<file path="src/rtl/eth_rx_dispatch_pkg.sv">
// ---------------------------------------------------------------------------
// eth_rx_dispatch_pkg
// Shared types and constants for the Ethernet RX ethertype dispatcher and
// the ethertype matcher it uses.
//   dispatch_state_t : dispatcher FSM states (IDLE, HDR, PAYLOAD, DROP)
//   eth_type_t       : 16-bit ethertype value
//   ETH_TYPE_*       : well-known ethertype constants
// ---------------------------------------------------------------------------
package eth_rx_dispatch_pkg;

   typedef logic [15:0] eth_type_t;

   typedef enum logic [1:0] {
      IDLE    = 2'd0,
      HDR     = 2'd1,
      PAYLOAD = 2'd2,
      DROP    = 2'd3
   } dispatch_state_t;

   localparam eth_type_t ETH_TYPE_IPV4 = 16'h0800;
   localparam eth_type_t ETH_TYPE_ARP  = 16'h0806;
   localparam eth_type_t ETH_TYPE_IPV6 = 16'h86DD;

endpackage

</file>
<file path="src/rtl/AXIS_IF.sv">
// ---------------------------------------------------------------------------
// AXIS_IF
// Minimal AXI-Stream bundle: data, valid, ready, last, user.
//   TDATA_WIDTH : width of tdata
//   TUSER_WIDTH : width of tuser
// ---------------------------------------------------------------------------
interface AXIS_IF #(
   parameter int TDATA_WIDTH = 8,
   parameter int TUSER_WIDTH = 1
);
   logic [TDATA_WIDTH-1:0] tdata;
   logic                   tvalid;
   logic                   tready;
   logic                   tlast;
   logic [TUSER_WIDTH-1:0] tuser;

   modport Sender   (output tdata, tvalid, tlast, tuser, input tready);
   modport Receiver (input tdata, tvalid, tlast, tuser, output tready);
endinterface

</file>
<file path="src/rtl/ETH_HEADER_IF.sv">
// ---------------------------------------------------------------------------
// ETH_HEADER_IF
// Parsed Ethernet header stream with a valid/ready handshake.
//   valid, ready          : handshake
//   dest_mac, src_mac     : 48-bit MAC addresses
//   eth_type              : 16-bit ethertype
// ---------------------------------------------------------------------------
interface ETH_HEADER_IF;
   logic        valid;
   logic        ready;
   logic [47:0] dest_mac;
   logic [47:0] src_mac;
   logic [15:0] eth_type;

   modport Sender   (output valid, dest_mac, src_mac, eth_type, input ready);
   modport Receiver (input valid, dest_mac, src_mac, eth_type, output ready);
endinterface

</file>
<file path="src/rtl/eth_type_matcher.sv">
// ---------------------------------------------------------------------------
// eth_type_matcher
// Combinational priority matcher: finds the lowest table index whose
// ethertype equals eth_type_i and whose enable bit is set.
//   eth_type_i    : ethertype to look up
//   port_enable_i : per-entry enable
//   hit_o         : an enabled entry matched
//   sel_o         : index of the lowest matching enabled entry (0 on miss)
// ---------------------------------------------------------------------------
module eth_type_matcher
   import eth_rx_dispatch_pkg::*;
#(
   parameter int        NUM_PORTS = 2,
   parameter int        SEL_W     = 1,
   parameter eth_type_t ETH_TYPE_MATCH [NUM_PORTS] = '{ETH_TYPE_ARP, ETH_TYPE_IPV4}
) (
   input  eth_type_t            eth_type_i,
   input  logic [NUM_PORTS-1:0] port_enable_i,
   output logic                 hit_o,
   output logic [SEL_W-1:0]     sel_o
);

   // Scan from the highest index down so that the last assignment made,
   // and therefore the one that sticks, is the lowest matching index.
   always_comb begin
      hit_o = 1'b0;
      sel_o = '0;
      for (int i = NUM_PORTS - 1; i >= 0; i--) begin
         if (port_enable_i[i] && (eth_type_i == ETH_TYPE_MATCH[i])) begin
            hit_o = 1'b1;
            sel_o = SEL_W'(i);
         end
      end
   end

endmodule

</file>
<file path="src/rtl/eth_rx_type_dispatch.sv">
// ---------------------------------------------------------------------------
// eth_rx_type_dispatch
// Steers each parsed Ethernet frame (header then payload) to one of
// NUM_PORTS consumers by ethertype. Unmatched or disabled frames are drained
// and counted.
//   clk, reset          : clock, synchronous active-low reset
//   eth_header_in_if    : parsed header input (valid/ready)
//   eth_payload_in_if   : 8-bit payload AXI-Stream input
//   port_enable         : per-port enable, sampled at header acceptance
//   out_hdr_valid/ready : per-port header handshake
//   out_dest_mac/src_mac/eth_type : registered header, shared by all ports
//   out_tdata/tlast/tuser : payload passthrough, shared by all ports
//   out_tvalid/tready   : per-port payload handshake
//   drop_count          : saturating count of dropped frames
//   error_count         : saturating count of forwarded frames ending tuser=1
//   busy                : FSM not idle
// Optional build macro ETH_RX_DISPATCH_STATS_EN adds port_frame_count, a
// saturating per-port count of forwarded frames.
// ---------------------------------------------------------------------------
module eth_rx_type_dispatch
   import eth_rx_dispatch_pkg::*;
#(
   parameter int        NUM_PORTS = 2,
   parameter eth_type_t ETH_TYPE_MATCH [NUM_PORTS] = '{ETH_TYPE_ARP, ETH_TYPE_IPV4},
   parameter int        CNT_WIDTH = 32
) (
   input  logic                 clk,
   input  logic                 reset,
   ETH_HEADER_IF.Receiver       eth_header_in_if,
   AXIS_IF.Receiver             eth_payload_in_if,
   input  logic [NUM_PORTS-1:0] port_enable,
   output logic [NUM_PORTS-1:0] out_hdr_valid,
   input  logic [NUM_PORTS-1:0] out_hdr_ready,
   output logic [47:0]          out_dest_mac,
   output logic [47:0]          out_src_mac,
   output logic [15:0]          out_eth_type,
   output logic [7:0]           out_tdata,
   output logic [NUM_PORTS-1:0] out_tvalid,
   input  logic [NUM_PORTS-1:0] out_tready,
   output logic                 out_tlast,
   output logic                 out_tuser,
   output logic [CNT_WIDTH-1:0] drop_count,
   output logic [CNT_WIDTH-1:0] error_count,
   output logic                 busy
`ifdef ETH_RX_DISPATCH_STATS_EN
   ,
   output logic [CNT_WIDTH-1:0] port_frame_count [NUM_PORTS]
`endif
);

   localparam int SEL_W = (NUM_PORTS > 1) ? $clog2(NUM_PORTS) : 1;

   dispatch_state_t      state_q, state_d;
   logic [SEL_W-1:0]     sel_q, sel_d;
   logic [NUM_PORTS-1:0] hdrValid_q, hdrValid_d;
   logic [47:0]          destMac_q, destMac_d;
   logic [47:0]          srcMac_q, srcMac_d;
   eth_type_t            ethType_q, ethType_d;
   logic [CNT_WIDTH-1:0] dropCount_q;
   logic [CNT_WIDTH-1:0] errorCount_q;

   logic                 matchHit;
   logic [SEL_W-1:0]     matchSel;
   logic [NUM_PORTS-1:0] selMask;
   logic                 hdrFire;
   logic                 lastFire;
   logic                 dropInc;
   logic                 errorInc;

   eth_type_matcher #(
      .NUM_PORTS      (NUM_PORTS),
      .SEL_W          (SEL_W),
      .ETH_TYPE_MATCH (ETH_TYPE_MATCH)
   ) uMatcher (
      .eth_type_i    (eth_header_in_if.eth_type),
      .port_enable_i (port_enable),
      .hit_o         (matchHit),
      .sel_o         (matchSel)
   );

   // Handshake qualifiers and the steering of the payload passthrough. The
   // payload input is only ever ready in PAYLOAD (following the selected
   // consumer) or DROP (always), so beats that arrive ahead of their header
   // simply wait upstream.
   always_comb begin
      selMask                  = NUM_PORTS'(1) << sel_q;
      eth_header_in_if.ready   = (state_q == IDLE);
      hdrFire                  = eth_header_in_if.valid & eth_header_in_if.ready;
      eth_payload_in_if.tready = 1'b0;
      out_tvalid               = '0;
      if (state_q == PAYLOAD) begin
         eth_payload_in_if.tready = |(out_tready & selMask);
         out_tvalid               = eth_payload_in_if.tvalid ? selMask : '0;
      end else if (state_q == DROP) begin
         eth_payload_in_if.tready = 1'b1;
      end
      lastFire = eth_payload_in_if.tvalid & eth_payload_in_if.tready & eth_payload_in_if.tlast;
      dropInc  = hdrFire & ~matchHit;
      errorInc = (state_q == PAYLOAD) & lastFire & eth_payload_in_if.tuser[0];
   end

   // Next-state logic. The header and the selected port are captured at
   // acceptance, so later port_enable changes cannot redirect a frame in
   // flight. The header valid is held until the selected consumer takes it.
   always_comb begin
      state_d    = state_q;
      sel_d      = sel_q;
      hdrValid_d = hdrValid_q;
      destMac_d  = destMac_q;
      srcMac_d   = srcMac_q;
      ethType_d  = ethType_q;
      unique case (state_q)
         IDLE: begin
            if (hdrFire) begin
               destMac_d = eth_header_in_if.dest_mac;
               srcMac_d  = eth_header_in_if.src_mac;
               ethType_d = eth_header_in_if.eth_type;
               sel_d     = matchSel;
               if (matchHit) begin
                  state_d    = HDR;
                  hdrValid_d = NUM_PORTS'(1) << matchSel;
               end else begin
                  state_d = DROP;
               end
            end
         end
         HDR: begin
            if (|(hdrValid_q & out_hdr_ready)) begin
               hdrValid_d = '0;
               state_d    = PAYLOAD;
            end
         end
         PAYLOAD, DROP: begin
            if (lastFire) begin
               state_d = IDLE;
            end
         end
         default: state_d = IDLE;
      endcase
   end

   // All state, header registers and statistics counters. Counters stop at
   // all-ones instead of wrapping so a saturated value is never mistaken for
   // a small one.
   always_ff @(posedge clk) begin
      if (!reset) begin
         state_q      <= IDLE;
         sel_q        <= '0;
         hdrValid_q   <= '0;
         destMac_q    <= '0;
         srcMac_q     <= '0;
         ethType_q    <= '0;
         dropCount_q  <= '0;
         errorCount_q <= '0;
      end else begin
         state_q    <= state_d;
         sel_q      <= sel_d;
         hdrValid_q <= hdrValid_d;
         destMac_q  <= destMac_d;
         srcMac_q   <= srcMac_d;
         ethType_q  <= ethType_d;
         if (dropInc && !(&dropCount_q)) begin
            dropCount_q <= dropCount_q + CNT_WIDTH'(1);
         end
         if (errorInc && !(&errorCount_q)) begin
            errorCount_q <= errorCount_q + CNT_WIDTH'(1);
         end
      end
   end

`ifdef ETH_RX_DISPATCH_STATS_EN
   logic [CNT_WIDTH-1:0] frameCount_q [NUM_PORTS];

   // Per-port forwarded-frame counters, stepped on each tlast handshake that
   // goes out on that port.
   always_ff @(posedge clk) begin
      if (!reset) begin
         for (int i = 0; i < NUM_PORTS; i++) begin
            frameCount_q[i] <= '0;
         end
      end else begin
         for (int i = 0; i < NUM_PORTS; i++) begin
            if ((state_q == PAYLOAD) && lastFire && (sel_q == SEL_W'(i))
                && !(&frameCount_q[i])) begin
               frameCount_q[i] <= frameCount_q[i] + CNT_WIDTH'(1);
            end
         end
      end
   end

   assign port_frame_count = frameCount_q;
`endif

   // Output mapping: header fields and valids come straight from registers,
   // payload sideband is a plain passthrough shared by every port.
   assign out_hdr_valid = hdrValid_q;
   assign out_dest_mac  = destMac_q;
   assign out_src_mac   = srcMac_q;
   assign out_eth_type  = ethType_q;
   assign out_tdata     = eth_payload_in_if.tdata;
   assign out_tlast     = eth_payload_in_if.tlast;
   assign out_tuser     = eth_payload_in_if.tuser[0];
   assign drop_count    = dropCount_q;
   assign error_count   = errorCount_q;
   assign busy          = (state_q != IDLE);

endmodule

</file>
<file path="src/flat_wrapper.sv">
// flat-port wrapper written by rule: the top's interface ports become plain ports
module eth_rx_type_dispatch_flat import eth_rx_dispatch_pkg::*;
#(
   parameter int        NUM_PORTS = 2,
   parameter eth_type_t ETH_TYPE_MATCH [NUM_PORTS] = '{ETH_TYPE_ARP, ETH_TYPE_IPV4},
   parameter int        CNT_WIDTH = 32
)
  (clk, reset, port_enable, out_hdr_valid, out_hdr_ready, out_dest_mac, out_src_mac, out_eth_type, out_tdata, out_tvalid, out_tready, out_tlast, out_tuser, drop_count, error_count, busy, eth_header_in_if_valid, eth_header_in_if_dest_mac, eth_header_in_if_src_mac, eth_header_in_if_eth_type, eth_header_in_if_ready, eth_payload_in_if_tdata, eth_payload_in_if_tvalid, eth_payload_in_if_tlast, eth_payload_in_if_tuser, eth_payload_in_if_tready);
  ETH_HEADER_IF eth_header_in_if_i ();
  AXIS_IF #(.TDATA_WIDTH(8), .TUSER_WIDTH(1)) eth_payload_in_if_i ();
  input  logic clk;
  input  logic reset;
  input  logic [NUM_PORTS-1:0] port_enable;
  output logic [NUM_PORTS-1:0] out_hdr_valid;
  input  logic [NUM_PORTS-1:0] out_hdr_ready;
  output logic [47:0] out_dest_mac;
  output logic [47:0] out_src_mac;
  output logic [15:0] out_eth_type;
  output logic [7:0] out_tdata;
  output logic [NUM_PORTS-1:0] out_tvalid;
  input  logic [NUM_PORTS-1:0] out_tready;
  output logic out_tlast;
  output logic out_tuser;
  output logic [CNT_WIDTH-1:0] drop_count;
  output logic [CNT_WIDTH-1:0] error_count;
  output logic busy;
  input wire logic [$bits(eth_header_in_if_i.valid)-1:0] eth_header_in_if_valid;
  input wire logic [$bits(eth_header_in_if_i.dest_mac)-1:0] eth_header_in_if_dest_mac;
  input wire logic [$bits(eth_header_in_if_i.src_mac)-1:0] eth_header_in_if_src_mac;
  input wire logic [$bits(eth_header_in_if_i.eth_type)-1:0] eth_header_in_if_eth_type;
  output wire logic [$bits(eth_header_in_if_i.ready)-1:0] eth_header_in_if_ready;
  input wire logic [$bits(eth_payload_in_if_i.tdata)-1:0] eth_payload_in_if_tdata;
  input wire logic [$bits(eth_payload_in_if_i.tvalid)-1:0] eth_payload_in_if_tvalid;
  input wire logic [$bits(eth_payload_in_if_i.tlast)-1:0] eth_payload_in_if_tlast;
  input wire logic [$bits(eth_payload_in_if_i.tuser)-1:0] eth_payload_in_if_tuser;
  output wire logic [$bits(eth_payload_in_if_i.tready)-1:0] eth_payload_in_if_tready;
  assign eth_header_in_if_i.valid = eth_header_in_if_valid;
  assign eth_header_in_if_i.dest_mac = eth_header_in_if_dest_mac;
  assign eth_header_in_if_i.src_mac = eth_header_in_if_src_mac;
  assign eth_header_in_if_i.eth_type = eth_header_in_if_eth_type;
  assign eth_header_in_if_ready = eth_header_in_if_i.ready;
  assign eth_payload_in_if_i.tdata = eth_payload_in_if_tdata;
  assign eth_payload_in_if_i.tvalid = eth_payload_in_if_tvalid;
  assign eth_payload_in_if_i.tlast = eth_payload_in_if_tlast;
  assign eth_payload_in_if_i.tuser = eth_payload_in_if_tuser;
  assign eth_payload_in_if_tready = eth_payload_in_if_i.tready;
  eth_rx_type_dispatch #(.NUM_PORTS(NUM_PORTS), .ETH_TYPE_MATCH(ETH_TYPE_MATCH), .CNT_WIDTH(CNT_WIDTH)) u_core (.clk(clk), .reset(reset), .eth_header_in_if(eth_header_in_if_i), .eth_payload_in_if(eth_payload_in_if_i), .port_enable(port_enable), .out_hdr_valid(out_hdr_valid), .out_hdr_ready(out_hdr_ready), .out_dest_mac(out_dest_mac), .out_src_mac(out_src_mac), .out_eth_type(out_eth_type), .out_tdata(out_tdata), .out_tvalid(out_tvalid), .out_tready(out_tready), .out_tlast(out_tlast), .out_tuser(out_tuser), .drop_count(drop_count), .error_count(error_count), .busy(busy));
endmodule
</file>
<file path="config.mk">
export PLATFORM = sky130hd
export DESIGN_NAME = eth_rx_type_dispatch_flat
export DESIGN_NICKNAME = d
export VERILOG_FILES = /design/src/rtl/eth_rx_dispatch_pkg.sv /design/src/rtl/AXIS_IF.sv /design/src/rtl/ETH_HEADER_IF.sv /design/src/rtl/eth_type_matcher.sv /design/src/rtl/eth_rx_type_dispatch.sv /design/src/flat_wrapper.sv
export SDC_FILE = /design/constraint.sdc
export NUM_CORES = 1
export LEC_CHECK = 0
export BUFFER_PORTS_ARGS = -buffer_cell sky130_fd_sc_hd__clkbuf_2
export CORE_MARGIN = 2
export CORE_UTILIZATION = 43
export DETAILED_ROUTE_END_ITERATION = 7
export PLACE_DENSITY = 0.76
export SLEW_MARGIN = 20
export SYNTH_ARGS = -nofsm -noshare
export SYNTH_HDL_FRONTEND = slang
export SYNTH_SLANG_ARGS = --single-unit
</file>
<file path="constraint.sdc">
create_clock -name clk -period 2.15 [get_ports clk]
set_input_delay 0.5375 -clock clk [delete_from_list [all_inputs] [get_ports clk]]
set_output_delay 0.5375 -clock clk [all_outputs]
set_load 0.005 [all_outputs]
</file>
Yosys cells after proc, flatten, opt, wreduce, memory -nomap -nowiden:

Cells that the tools add are included.

* word-level logic and storage cells: 63
* input port bits: 132
* register bits after elaboration: 181
* output and inout port bits: 193

* add/sub/neg operators: 2
* equality and inequality tests: 9
* reductions and logical operators: 17
* muxes and demuxes: 16
* bitwise operators: 9
* shift operators: 2

Operators with widths (number)
* 32-bit by 1-bit adder with 32-bit output, second input constant: 2
* 32-bit AND reduction: 2
* 16-bit by 12-bit == test with 1-bit output, second input constant: 2
* 2-bit two-way mux: 9
* 2-bit by 1-bit inequality test with 1-bit output, second input constant: 4
* 1-bit AND: 6
* 2-bit one-hot mux with 3 select lines: 1
* 2-bit OR reduction: 3
* 1-bit two-way mux: 5
* 2-bit AND: 2
* 2-bit == test, second input constant: 2
* 1-bit logical AND: 4
* 2-bit one-hot mux with 2 select lines: 1
* 4-bit AND reduction: 1
* 2-bit nonzero test: 2
* 1-bit by 1-bit << shifter with 2-bit output, first input constant: 2
* 3-bit AND reduction: 1
* 2-bit by 1-bit == test with 1-bit output, second input constant: 1
* 1-bit zero test: 2
* 2-bit zero test: 1
* 2-bit AND reduction: 1
* 1-bit NOT: 1

Longest topological paths before layout:

* depth in word-level cells: 9
* gate-level depth with buffers: 9
* depth with buffers taken out: 6

By module:

A second synthesis with hierarchy kept.

* cell total of the unflattened synthesis: 927
* area total of the unflattened synthesis: 7439.6 sq um

By module, submodules not included
* eth_rx_type_dispatch: cells each 918, seq. area each 3623.5 sq um, times used 1, area each 7373.3 sq um
* eth_type_matcher: cells each 9, seq. area each 0.0 sq um, times used 1, area each 66.3 sq um

Worst setup path after synthesis:

Ideal clock, no wire load.

* path kind: input to register
* start: in eth_header_in_if_eth_type[1]
* end: reg u_core.dropCount_q[11] (netlist: u_core.drop_count[11])
* cell stages on the path: 7
* library setup time: 0.132 ns
* arrival: 1.973 ns
* slack: 0.044 ns
* data required time: 2.018 ns
* path through: or3b_1 and2_1 clkbuf_1 o2111ai_1 clkbuf_1 or4_1 a21oi_1

* longest elaborated chain between the ends: 7

Ends and longest elaborated chain
* from (decl): RTL line flat_wrapper.sv:30 `input wire logic [$bits(eth_header_in_if_i.eth_type)-1:0] eth_header_in_if_eth_type;`
* 16-bit by 12-bit == test with 1-bit output: RTL line eth_type_matcher.sv:29 `if (port_enable_i[i] && (eth_type_i == ETH_TYPE_MATCH[i])) begin`
* 1-bit logical AND: RTL line eth_type_matcher.sv:29
* 1-bit two-way mux: RTL line eth_type_matcher.sv:29
* 1-bit two-way mux *: RTL line eth_type_matcher.sv:29
* 1-bit NOT *: RTL line eth_rx_type_dispatch.sv:98 `dropInc = hdrFire & ~matchHit;`
* 1-bit AND *: RTL line eth_rx_type_dispatch.sv:98
* 1-bit logical AND *: RTL line eth_rx_type_dispatch.sv:162 `if (dropInc && !(&dropCount_q)) begin`
* to (signal assigned): RTL line eth_rx_type_dispatch.sv:163 `dropCount_q <= dropCount_q + CNT_WIDTH'(1);`
* to (decl): RTL line eth_rx_type_dispatch.sv:59 `logic [CNT_WIDTH-1:0] dropCount_q;`

Mark *: on every way between the ends. The rest lies on a longest branch, timed or not.
A chain may end at the register's enable or synchronous reset.

Worst setup path after layout:

* start: reg u_core.sel_q
* end: out eth_payload_in_if_tready

* longest elaborated chain between the ends: 4

Ends and longest elaborated chain
* from (decl): RTL line eth_rx_type_dispatch.sv:54 `logic [SEL_W-1:0] sel_q, sel_d;`
* from (signal assigned): RTL line eth_rx_type_dispatch.sv:157 `sel_q <= sel_d;`
* 1-bit by 1-bit << shifter with 2-bit output: RTL line eth_rx_type_dispatch.sv:86 `selMask = NUM_PORTS'(1) << sel_q;`
* 2-bit AND: RTL line eth_rx_type_dispatch.sv:92 `eth_payload_in_if.tready = |(out_tready & selMask);`
* 2-bit OR reduction: RTL line eth_rx_type_dispatch.sv:92
* 1-bit two-way mux: RTL line eth_rx_type_dispatch.sv:91 `if (state_q == PAYLOAD) begin`
* to (decl): RTL line flat_wrapper.sv:36 `output wire logic [$bits(eth_payload_in_if_i.tready)-1:0] eth_payload_in_if_tready;`

No other way between the ends.

==> flow_summary_export.csv <==
group,metric,value,unit
synthesis,synth_fa_ha_area_share,0.332,%
setup_path,r2r_end,"u_core.error_count[25]",
synthesis,synth_edf_count,0,
die,coreArea,17200,µm²
sta,finalHoldViolCount,0,
layout,final_nets,1403,
layout,final_common_cell,"clkbuf_2",
global_route,grt_max_degree,89,
route,wirelength,23.2,mm
setup_path,cp_data_required_time,1.61,ns
sta,drv_slew,0,
global_route,grt_usage,24.1,%
clocking,root_buffer,"clkbuf_16",
synthesis,synth-compound-area-share,18.3,%
setup_path,crit_start,"u_core.sel_q",
sta,fin_tns_setup,0,ns
layout,fin_util,59.5,%
pwr,p_seq_share,47.6,%
setup_path,timing.rr.start,"u_core.error_count[21]",
synthesis,ys_async_sr_fraction,0,%
min_path,hold_path.startpoint,"eth_header_in_if_src_mac[7]",
synthesis,synth_flop_cell,"dfxtp_1",
global_route,antenna_found_initial,0,
place,io_buffers,308,
setup_path,end_kind,"output pin",
route,ant_nets,0,
pwr,leakage,4.32,nW
pwr,p_per_area,736,nW/µm²
synthesis,synthMuxAreaShare,1.08,%
die,die_area,18600,µm²
synthesis,yosysSeqAreaShare,48.1,%
min_path,min_path_cells,3,
pwr,p_sw_share,27.5,%
route,vias,7992,
min_path,worst_hold_path_type,"in2reg",
clocking,clockBufferDepth,2,
pwr,p_total,7.55,mW
layout,antenna_cells,0,
synthesis,synthXorXnorAreaFrac,0.349,%
clocking,clk_pin_slew,0.08,ns
sta,min_period_over_period,97.0,%
route,drtIter0Drc,443,
global_route,grt_overflow,0,
die,start_util,43.7,%
setup_path,crit_fanout,4,
layout,area_growth,36.2,%
sta,slew_headroom,68.6,%
synthesis,synth_top_family_by_area,"simple AND/OR/NAND/NOR gates",
layout,layout-drive-gt1-share,33.8,%
route,dr.pass1.iters,5,
min_path,hold_path_end,"u_core.out_src_mac[7]",
sta,min_period,2.08,ns
synthesis,yosysWarnings,0,
clocking,cts_hold_buf,0,
pwr,intPower,5.48,mW
sta,fmax,480,MHz
place,gp_congestion,0.866,
clocking,insertion_delay,0.43,ns
sta,clock_skew,0.0135,ns
sta,setup_viol,0,
setup_path,worstPathArrival,1.55,ns
synthesis,avgSynthCellArea,7.96,µm²
setup_path,critPathLaunchType,"flip-flop",
route,drc,0,
setup_path,rr_worst_depth,6,
route,avgViaCountPerCell,5.30,
clocking,cts_tree,"done",
synthesis,synthSimpleGateAreaFrac,26.9,%
die,die_h,136,µm
status,status,"finished, final reports clean",
die,die_x,136,µm
synthesis,ys_types,47,
synthesis,syn_area,7530,µm²
pwr,switchingPower,2.08,mW
route,wl_per_cell,15.4,µm
global_route,grt_pass1_wl,35.8,mm
pwr,pwr-share-clk,40.2,%
clocking,cts_sinks,181,
layout,layout_common_cells,"308 x clkbuf_2, 260 x nand2_1, 179 x dfxtp_1",
synthesis,synth_nets,1080,
pwr,ir_worst_vdd,0.554,mV
synthesis,synth_seq_cells,181,
clocking,htree_levels,4,
pwr,comb_power_share,12.2,%
global_route,grt_pass1_vias,7160,
synthesis,synthCells,946,
run,maxCapViolCount,0,
setup_path,path_class,"reg2out",
sta,worst_pin_slew,0.471,ns
die,num_rows,48,
sta,postLayoutSetupSlackWorst,0.0653,ns
die,io_pins,325,
place,hpwl,17.0,mm
setup_path,rrSetupSlack,0.13,ns
place,place_ws,-0.331,ns
clocking,cts_buffers,17,
-- power groups by stage --
stage	Clock [mW]	Combinational, mW	Sequential (mW)
floorplan	0	0.434	3.69
global placement	0	0.901	3.66
detailed placement	0	0.915	3.67
CTS	3.09	0.919	3.60
global route	3.24	1.01	3.62
finish	3.04	0.919	3.60
-- layout make-up --
class	instances	area [µm²]
clock buffer	18	439
clock inverter	14	140
fill	1576	6970
inverter	13	51.3
multi-input combinational	681	3590
sequential	181	3630
tap	225	282
timing repair buffer	375	2130
-- metal layers --
layer  track usage (%)  vias to the layer above  part of all wire [%]
met5                 0                        -                     0
met4              8.33                        0                   2.0
met3              6.11                       32                   7.3
met2              39.8                      297                    49
met1              30.5                     3704                    42
li1                  -                     3959                     -
-- kinds of logic after synthesis --
| group | after synthesis |
|---|---|
| fa+ha+maj | 2 |
| xor+xnor | 3 |
| flops | 181 |
| simple gates | 424 |
| mux | 8 |
| compound gates | 244 |
| buf+inv | 84 |
-- state kept, by name (all words and copies together), names as in the netlist --
register,count
u_core.out_dest_mac,48
u_core.out_src_mac,48
u_core.drop_count,32
u_core.error_count,32
u_core.out_eth_type,16
u_core.out_hdr_valid,2
u_core.state_q,2
u_core.sel_q,1
-- what timing repair did --
action                     CTS  global route
pin swaps                    0             2
buffers inserted             0             1
setup endpoints to repair    1            31
resized for setup            3             9
-- worst max-delay path by stage --
stage,end,slack [ns],cells past startpoint
floorplan,u_core.drop_count[11],0.04,7
global placement,u_core.drop_count[17],-0.32,9
detailed placement,u_core.drop_count[15],-0.33,9
CTS,eth_payload_in_if_tready,0.02,5
global route,eth_payload_in_if_tready,-0.002,5
finish,eth_payload_in_if_tready,0.07,5
-- Yosys cell counts (10+ instances only) --
cell | n | area (µm²)
nand3_1 | 25 | 125
or4_1 | 33 | 248
clkbuf_1 | 48 | 180
buf_2 | 10 | 50.1
or3_1 | 21 | 131
dfxtp_1 | 181 | 3620
nand2_1 | 261 | 980
a21oi_1 | 166 | 831
buf_4 | 13 | 97.6
nor2_1 | 19 | 71.3
nand4_1 | 18 | 113
o31ai_1 | 30 | 225
inv_1 | 11 | 41.3
o21ai_0 | 21 | 105
-- stage by stage --
step / hold slack [ns] / std cells / instance area (µm²)
floorplan: 0.453 / 946 / 7530
global placement: 0.440 / 1474 / 9620
detailed placement: 0.445 / 1474 / 9620
CTS: 0.306 / 1506 / 10200
global route: 0.315 / 1507 / 10300
finish: 0.320 / 1507 / 10300
-- critical path, cell delays in order, from the launching register on --
cell      delay, ns
dfxtp_2        0.35
buf_4          0.14
mux2_4         0.32
o21ai_4        0.16
inv_1          0.05
clkbuf_2       0.10
Power figures use the tool's default switching activity.
